==> src/rtl/peri_camera_capture.sv <==
// DVP capture: pairs OV-series bytes into RGB565 pixels, gated by cfg_done plus settling frames.
// Optional macro CAM_GRAY_EN adds a luma stage (wrdata = {Y,Y}, one extra cycle of latency).
module peri_camera_capture #(
  parameter int H_ACTIVE    = 640,
  parameter int V_ACTIVE    = 480,
  parameter int SKIP_FRAMES = 10
) (
  input  logic        sclk,
  input  logic        s_rst,
  input  logic        cfg_done,
  input  logic        cam_vsync,
  input  logic        cam_href,
  input  logic [7:0]  cam_data,
  output logic        original_href,
  output logic        original_wrreq,
  output logic [15:0] original_wrdata,
  output logic        frame_start,
  output logic        line_err
);

  localparam int PW = $clog2(H_ACTIVE + 1);
  localparam int LW = $clog2(V_ACTIVE + 1);
  localparam int SW = (SKIP_FRAMES > 0) ? $clog2(SKIP_FRAMES + 1) : 1;
  localparam logic [PW-1:0] H_FULL    = PW'(H_ACTIVE);
  localparam logic [LW:0]   V_FULL    = (LW + 1)'(V_ACTIVE);
  localparam logic [SW-1:0] SKIP_LAST = SW'((SKIP_FRAMES > 0) ? SKIP_FRAMES - 1 : 0);

  typedef enum logic [1:0] {IDLE, SKIP, WAIT_VS, CAPTURE} state_t;

  state_t        state;
  logic          vs_r, hr_r, vs_d, hr_d;
  logic [7:0]    d_r;
  logic [SW-1:0] skip_cnt;
  logic          tog;
  logic [7:0]    hi;
  logic [PW-1:0] pix_cnt;
  logic [LW-1:0] line_cnt;
  logic          frame_err;
  logic          s1_href, s1_wrreq;
  logic [15:0]   s1_data;
  logic          frame_start_r, line_err_r;

  logic          vs_rise, hr_rise, hr_fall, capture, eff_tog;
  logic          line_bad, frame_bad;
  logic [LW:0]   lines_done;

  assign vs_rise  = vs_r & ~vs_d;
  assign hr_rise  = hr_r & ~hr_d;
  assign hr_fall  = ~hr_r & hr_d;
  assign capture  = (state == CAPTURE);
  // A new line always begins on the even (high) byte.
  assign eff_tog  = tog & ~hr_rise;
  // Counts the line that may be closing in this very cycle.
  assign lines_done = {1'b0, line_cnt} + {{LW{1'b0}}, hr_fall};
  assign line_bad   = capture & hr_fall & ((pix_cnt != H_FULL) | tog);
  assign frame_bad  = capture & vs_rise & (lines_done != V_FULL);

  always_ff @(posedge sclk or posedge s_rst) begin
    if (s_rst) begin
      state         <= IDLE;
      vs_r          <= 1'b0;
      hr_r          <= 1'b0;
      vs_d          <= 1'b0;
      hr_d          <= 1'b0;
      d_r           <= '0;
      skip_cnt      <= '0;
      tog           <= 1'b0;
      hi            <= '0;
      pix_cnt       <= '0;
      line_cnt      <= '0;
      frame_err     <= 1'b0;
      s1_href       <= 1'b0;
      s1_wrreq      <= 1'b0;
      s1_data       <= '0;
      frame_start_r <= 1'b0;
      line_err_r    <= 1'b0;
    end else begin
      vs_r          <= cam_vsync;
      hr_r          <= cam_href;
      d_r           <= cam_data;
      vs_d          <= vs_r;
      hr_d          <= hr_r;
      frame_start_r <= 1'b0;
      s1_wrreq      <= 1'b0;
      if (!cfg_done) begin
        state      <= IDLE;
        s1_href    <= 1'b0;
        tog        <= 1'b0;
        pix_cnt    <= '0;
        line_cnt   <= '0;
        skip_cnt   <= '0;
        frame_err  <= 1'b0;
        line_err_r <= 1'b0;
      end else begin
        s1_href <= capture & hr_r;
        case (state)
          IDLE: begin
            skip_cnt <= '0;
            state    <= (SKIP_FRAMES == 0) ? WAIT_VS : SKIP;
          end
          SKIP: begin
            if (vs_rise) begin
              if (skip_cnt == SKIP_LAST) state <= WAIT_VS;
              else skip_cnt <= skip_cnt + 1'b1;
            end
          end
          WAIT_VS: begin
            if (vs_rise) begin
              state         <= CAPTURE;
              frame_start_r <= 1'b1;
              line_cnt      <= '0;
              frame_err     <= 1'b0;
              line_err_r    <= 1'b0;
            end
          end
          CAPTURE: begin
            // Error set wins over the frame-boundary clear.
            if (vs_rise) begin
              frame_start_r <= 1'b1;
              line_cnt      <= '0;
              frame_err     <= 1'b0;
              line_err_r    <= frame_err | line_bad | frame_bad;
            end else begin
              if (hr_fall && line_cnt != '1) line_cnt <= line_cnt + 1'b1;
              if (line_bad) begin
                frame_err  <= 1'b1;
                line_err_r <= 1'b1;
              end
            end
            if (hr_r) begin
              if (!eff_tog) begin
                hi  <= d_r;
                tog <= 1'b1;
                if (hr_rise) pix_cnt <= '0;
              end else begin
                tog      <= 1'b0;
                s1_wrreq <= 1'b1;
                s1_data  <= {hi, d_r};
                if (pix_cnt != '1) pix_cnt <= pix_cnt + 1'b1;
              end
            end else if (hr_fall) begin
              tog <= 1'b0;
            end
          end
          default: state <= IDLE;
        endcase
      end
    end
  end

`ifdef CAM_GRAY_EN
  logic [7:0]  r8, g8, b8, y;
  logic [16:0] y_sum;
  logic        s2_href, s2_wrreq;
  logic [15:0] s2_data;

  assign r8    = {s1_data[15:11], s1_data[15:13]};
  assign g8    = {s1_data[10:5],  s1_data[10:9]};
  assign b8    = {s1_data[4:0],   s1_data[4:2]};
  assign y_sum = 17'(r8) * 17'd77 + 17'(g8) * 17'd150 + 17'(b8) * 17'd29;
  assign y     = y_sum[16] ? 8'hFF : y_sum[15:8];

  always_ff @(posedge sclk or posedge s_rst) begin
    if (s_rst) begin
      s2_href  <= 1'b0;
      s2_wrreq <= 1'b0;
      s2_data  <= '0;
    end else begin
      s2_href  <= s1_href & cfg_done;
      s2_wrreq <= s1_wrreq & cfg_done;
      if (s1_wrreq && cfg_done) s2_data <= {y, y};
    end
  end

  assign original_href   = s2_href;
  assign original_wrreq  = s2_wrreq;
  assign original_wrdata = s2_data;
`else
  assign original_href   = s1_href;
  assign original_wrreq  = s1_wrreq;
  assign original_wrdata = s1_data;
`endif

  assign frame_start = frame_start_r;
  assign line_err    = line_err_r;

endmodule
==> config.mk <==
export PLATFORM = sky130hd
export DESIGN_NAME = peri_camera_capture
export DESIGN_NICKNAME = d
export VERILOG_FILES = /design/src/rtl/peri_camera_capture.sv
export SDC_FILE = /design/constraint.sdc
export NUM_CORES = 1
export LEC_CHECK = 0
export ABC_AREA = 1
export ABC_CLOCK_PERIOD_IN_PS = 2700
export CAP_MARGIN = 10
export CORE_MARGIN = 1.5
export CORE_UTILIZATION = 57
export DETAILED_ROUTE_END_ITERATION = 6
export PLACE_DENSITY = 0.9
export SYNTH_ARGS = -nofsm -noshare
export SYNTH_HDL_FRONTEND = slang
export SYNTH_SLANG_ARGS = --single-unit
==> constraint.sdc <==
create_clock -name sclk -period 2.7 [get_ports sclk]
set_clock_uncertainty 0.05 [all_clocks]
set_input_delay 0.81 -clock sclk [delete_from_list [all_inputs] [get_ports sclk]]
set_output_delay 0.81 -clock sclk [all_outputs]
set_load 0.03 [all_outputs]
## After elaboration in Yosys (flattened, before gate mapping)

Cells that the tools add are included.

| cells by class | value |
|---|---|
| mux-type cells | 41 |
| reductions and logical operators | 11 |
| bitwise logic cells | 17 |
| $add $sub $neg | 4 |
| equal/unequal tests | 22 |

Operators by type and width:

| kind | count |
|---|---|
| 10-bit 2-to-1 mux | 6 |
| 9-bit 2-to-1 mux | 4 |
| 10-bit != test (second input constant) | 2 |
| 1-bit 2-to-1 mux | 19 |
| 9-bit case mux with 2 select lines | 1 |
| 4-bit AND reduction | 4 |
| 4-bit 2-to-1 mux | 3 |
| 3-bit by 1-bit != test with 1-bit output (second input constant) | 4 |
| 3-bit != test (second input constant) | 4 |
| 10-bit by 1-bit adder with 10-bit output (second input constant) | 1 |
| 9-bit by 1-bit adder with 10-bit output | 1 |
| 10-bit by 9-bit != test with 1-bit output (second input constant) | 1 |
| 9-bit by 1-bit adder with 9-bit output (second input constant) | 1 |
| 1-bit bitwise AND | 9 |
| 9-bit != test (second input constant) | 1 |
| 3-bit AND reduction | 3 |
| 2-bit 2-to-1 mux | 4 |
| 4-bit by 3-bit != test with 1-bit output (second input constant) | 2 |
| 4-bit case mux with 2 select lines | 1 |
| 2-bit case mux with 3 select lines | 1 |
| 1-bit inverter | 5 |
| 4-bit by 1-bit adder with 4-bit output (second input constant) | 1 |
| 2-bit == test (second input constant) | 2 |
| 4-bit == test (second input constant) | 1 |
| other kinds (10) | 14 |

| storage, ports and cells | value |
|---|---|
| word-level logic and storage cells | 112 |
| input port bits | 13 |
| output and inout port bits | 20 |
| bits in registers | 67 |

## Depth between registers and ports, before layout

| depth | value |
|---|---|
| word-level depth | 9 |
| gate-level depth with buffers | 14 |
| mapped depth without buffers | 14 |

## Least setup slack after synthesis

OpenSTA, ideal clock, no wires.

| timing | value |
|---|---|
| kind | register to register |
| start | register line_cnt[0] |
| end | register line_cnt[4] |
| buffers on the path | 0 |
| stages on the path, launching flop included | 12 |
| required time | 2.524 ns |
| setup time | 0.126 ns |
| path slack | 0.956 ns |
| period minus slack after synthesis | 1.744 ns |
| arrival time | 1.567 ns |
| path through | dfrtp_1 -> ha_1 -> nand3_1 -> nor4_1 -> ha_1 -> inv_1 -> nand2_1 -> nand2_1 -> nand2_4 -> nor2_4 -> o21ai_0 -> a21oi_1 |

| between the ends | value |
|---|---|
| word-level cells in the longest chain between the ends | 5 |
| elaborated cells on any way between the ends | 9 |
| those cells by class | 1 x add/sub; 2 x eq/ne; 4 x mux; 2 x reduce/logical |

Ends and longest elaborated chain:

| what | RTL line | RTL |
|---|---|---|
| start: declaration | 37 | `logic [LW-1:0] line_cnt;` |
| start signal: assignment | 124 | `if (hr_fall && line_cnt != '1) line_cnt <= line_cnt + 1'b1;` |
| 9-bit by 1-bit adder with 9-bit output | 124 |  |
| 9-bit 2-to-1 mux | 124 |  |
| 9-bit 2-to-1 mux | 118 | `if (vs_rise) begin` |
| 9-bit case mux with 2 select lines | 96 | `case (state)` |
| 9-bit 2-to-1 mux | 85 | `if (!cfg_done) begin` |

Parallel ways exist; a longest one is shown, timed or not. The select of a mux whose other input is x is not followed.
A chain may end at the register's enable or synchronous reset.

## Worst setup path in the final report

| timing | value |
|---|---|
| start | register s1_data[0] (netlist: original_wrdata[0]) |
| end | output original_wrdata[0] |

RTL lines:

| what | RTL line | RTL |
|---|---|---|
| start: declaration | 40 | `logic [15:0] s1_data;` |
| start signal: assignment | 138 | `s1_data <= {hi, d_r};` |
| end: declaration | 16 | `output logic [15:0] original_wrdata,` |

No word-level cell between the ends.

==> results.py <==
metrics = {
    "placement": {
        "gp_congestion": 0.903,
        "placed_cells_incl_taps": 513,
        "io_buffers": 32,
        "dp.final_hpwl_um": 5170,
    },
    "logic_synthesis": {
        "ys_warn_count": 0,
        "yosysMostFrequentCell": "nand2_1",
        "synth_top_area_cell": "dfrtp_1",
        "synth-edff-count": 0,
        "synth-seq-cells": 67,
        "synthFlopType": "dfrtp_1",
        "synth_top_area_share": 0.496,
        "yosys-top-cells-count": "138 x nand2_1, 67 x dfrtp_1, 45 x inv_1",
        "ys_types": 35,
        "netlist_area_sq_mm": 0.00338,
        "ys_seq_area_frac": 0.496,
        "netlist_top_cells_area": "dfrtp_1 50%, nand2_1 15%, inv_1 5.0%",
        "synthArstFlopShare": 1.00,
        "syn_nets": 436,
        "postSynthCellCount": 411,
        "synth.avg_cell_area_sq_um": 8.23,
    },
    "drt": {
        "vias_per_cell": 5.15,
        "vias": 2725,
        "first_pass_iters": 4,
        "postRouteAntennaNets": 0,
        "drt-total-wl_um": 6950,
        "drc_errors": 0,
        "first_iter_violations": 168,
        "wl_per_cell_um": 13.1,
    },
    "timing": {
        "hold_viol_final": 0,
        "rsz0062_at_grt": "no",
        "whs_ns": 0.345,
        "slew_headroom": 0.711,
        "setup_violations": 0,
        "fin_crit_sh": 0.844,
        "min_period_ns": 2.28,
        "fmax_ghz": 0.439,
        "worst_pin_slew_ns": 0.431,
        "setup_tns_ns": 0,
        "drv_slew": 0,
    },
    "floorplanning": {
        "dieArea_sq_mm": 0.00641,
        "die_y_um": 80.0,
        "core_area_sq_mm": 0.00561,
        "num_rows": 27,
        "start_util": 0.603,
        "dieWidth_um": 80.0,
        "io_pins": 33,
    },
    "setup_path": {
        "worstSetupStartpointType": "flop",
        "cp_max_fo": 2,
        "crit_family": "buffers and inverters",
        "crit_buf_inv": 1,
        "cp_slowest_stage_delay_ns": 0.68,
        "cp-end-kind": "output pin",
        "cp_data_arrival_time_ns": 1.42,
        "worstPathRequired_ns": 1.84,
        "critPathKind": "reg -> out",
        "crit_chain": "clkdlybuf4s50_1",
        "cp_slowest_cell": "clkdlybuf4s50_1",
    },
    "clock_tree": {
        "clockRootBuffer": "clkbuf_8",
        "postCtsSetupRepairBufs": 0,
        "cts_tree": "done",
        "cts.clk_slew.worst_paths_ns": 0.08,
        "htreeDepth": 3,
        "cts.hold.buffers_added": 0,
        "clk_path_buf_depth": 2,
        "cts.sinks": 67,
        "numCtsBuffers": 9,
        "ctsResizeCount": 0,
        "clock_latency_ns": 0.35,
    },
    "global_route": {
        "antenna_found_initial": 0,
        "grt_max_degree": 30,
        "grt_pass1_wl_um": 11700,
        "overflow": 0,
        "track_usage": 0.243,
        "grt_pass1_vias": 2583,
    },
    "final_layout": {
        "syn2layout_area_growth_pct": 17.8,
        "antennaDiodeCount": 0,
        "drive_gt1_frac": 0.109,
        "finalNonFillerCells": 529,
        "finalNetCount": 477,
    },
    "status": {
        "status": "completed",
    },
    "power_and_ir_drop": {
        "p_leak_nw": 1.97,
        "ir_drop_mv": 0.444,
        "powerDensity_mw_per_mm2": 599,
    },
    "run": {
        "max-cap-violations": 0,
    },
    "hold_path": {
        "min-delay-path-class": "reg -> reg",
    },
}
-- path summary, 6_finish.rpt --
| path | start | end | slack (ns) | cells past startpoint |
|---|---|---|---|---|
| worst max-delay path | original_wrdata[0] | original_wrdata[0] | 0.42 | 1 |
| worst max register to register | line_cnt[0] | line_cnt[5] | 0.68 | 11 |
| worst min-delay path | vs_r | vs_d | 0.35 | 0 |
| max in group asynchronous | s_rst | hr_d | 1.39 | 3 |
| worst min register to register | vs_r | vs_d | 0.35 | 0 |
| min in group asynchronous | s_rst | line_cnt[3] | 0.72 | 2 |
-- cell usage in the layout, fill, tap and decap left out, drive strengths merged, types with 3 or more instances in the layout --
cell,instances
xor2,3
clkbuf,10
nor2,42
clkinv,4
inv,53
clkdlybuf4s50,32
o21ai,33
buf,4
nand4,6
dfrtp,67
a21oi,8
nand3,30
ha,12
nand2,142
-- logic make-up after synthesis --
kind of cell / count (synthesis) / share of synthesized area
DFF: 67 / 0.496
AOI/OAI and AO/OA: 45 / 0.0821
buffers and inverters: 57 / 0.0747
and+or+nand+nor: 227 / 0.295
adders and majority gates: 12 / 0.0444
xor gates and xnor gates: 3 / 0.00777
-- registers in the layout (all words and copies together) (netlist names), 2 cells and up --
name,cells
original_wrdata,16
skip_cnt,4
d_r,8
state,2
pix_cnt,10
line_cnt,9
hi,8
-- report_power, final --
group          switching [mW]  internal [mW]
Combinational           0.294          0.151
Clock                   0.411          0.367
Sequential             0.0653           1.10
Total                   0.771           1.62
-- stage by stage --
stage | power [mW] | area (sq um) | worst slack (ns) | utilization
final | 2.39 | 3990 | 0.420 | 0.711
after global routing | 2.52 | 3990 | 0.337 | 0.711
after CTS | 2.40 | 3990 | 0.400 | 0.711
after detailed placement | 1.63 | 3800 | 0.119 | 0.678
after global placement | 1.59 | 3800 | 0.228 | 0.678
after floorplan | 1.48 | 3380 | 0.157 | -
-- final cells by class --
type | count | area [sq um]
clock buffers | 10 | 138
fillers | 421 | 1620
well taps | 72 | 90.1
multi-input cells | 287 | 1450
flip-flops and latches | 67 | 1680
clock inverters | 6 | 48.8
repair buffers | 36 | 375
inverters | 51 | 204
-- worst reg2reg max path: cells and delay by family (launching register included) --
| family | cells | cell delay [ns] |
|---|---|---|
| buffers and inverters | 2 | 0.11 |
| AND/OR/NAND/NOR | 6 | 0.73 |
| flip-flops | 1 | 0.43 |
| AO/OA/AOI/OAI | 1 | 0.16 |
| adder cells (fa/ha/maj) | 2 | 0.42 |
-- layer usage --
| metal | track usage | vias up | wire [um] |
|---|---|---|---|
| li1 | - | 1389 | - |
| met1 | 0.293 | 1254 | 3050 |
| met2 | 0.404 | 62 | 3410 |
| met3 | 0.0526 | 20 | 298 |
| met4 | 0.131 | 0 | 195 |
| met5 | 0 | - | 0 |
(Power assumes the default switching activity.)
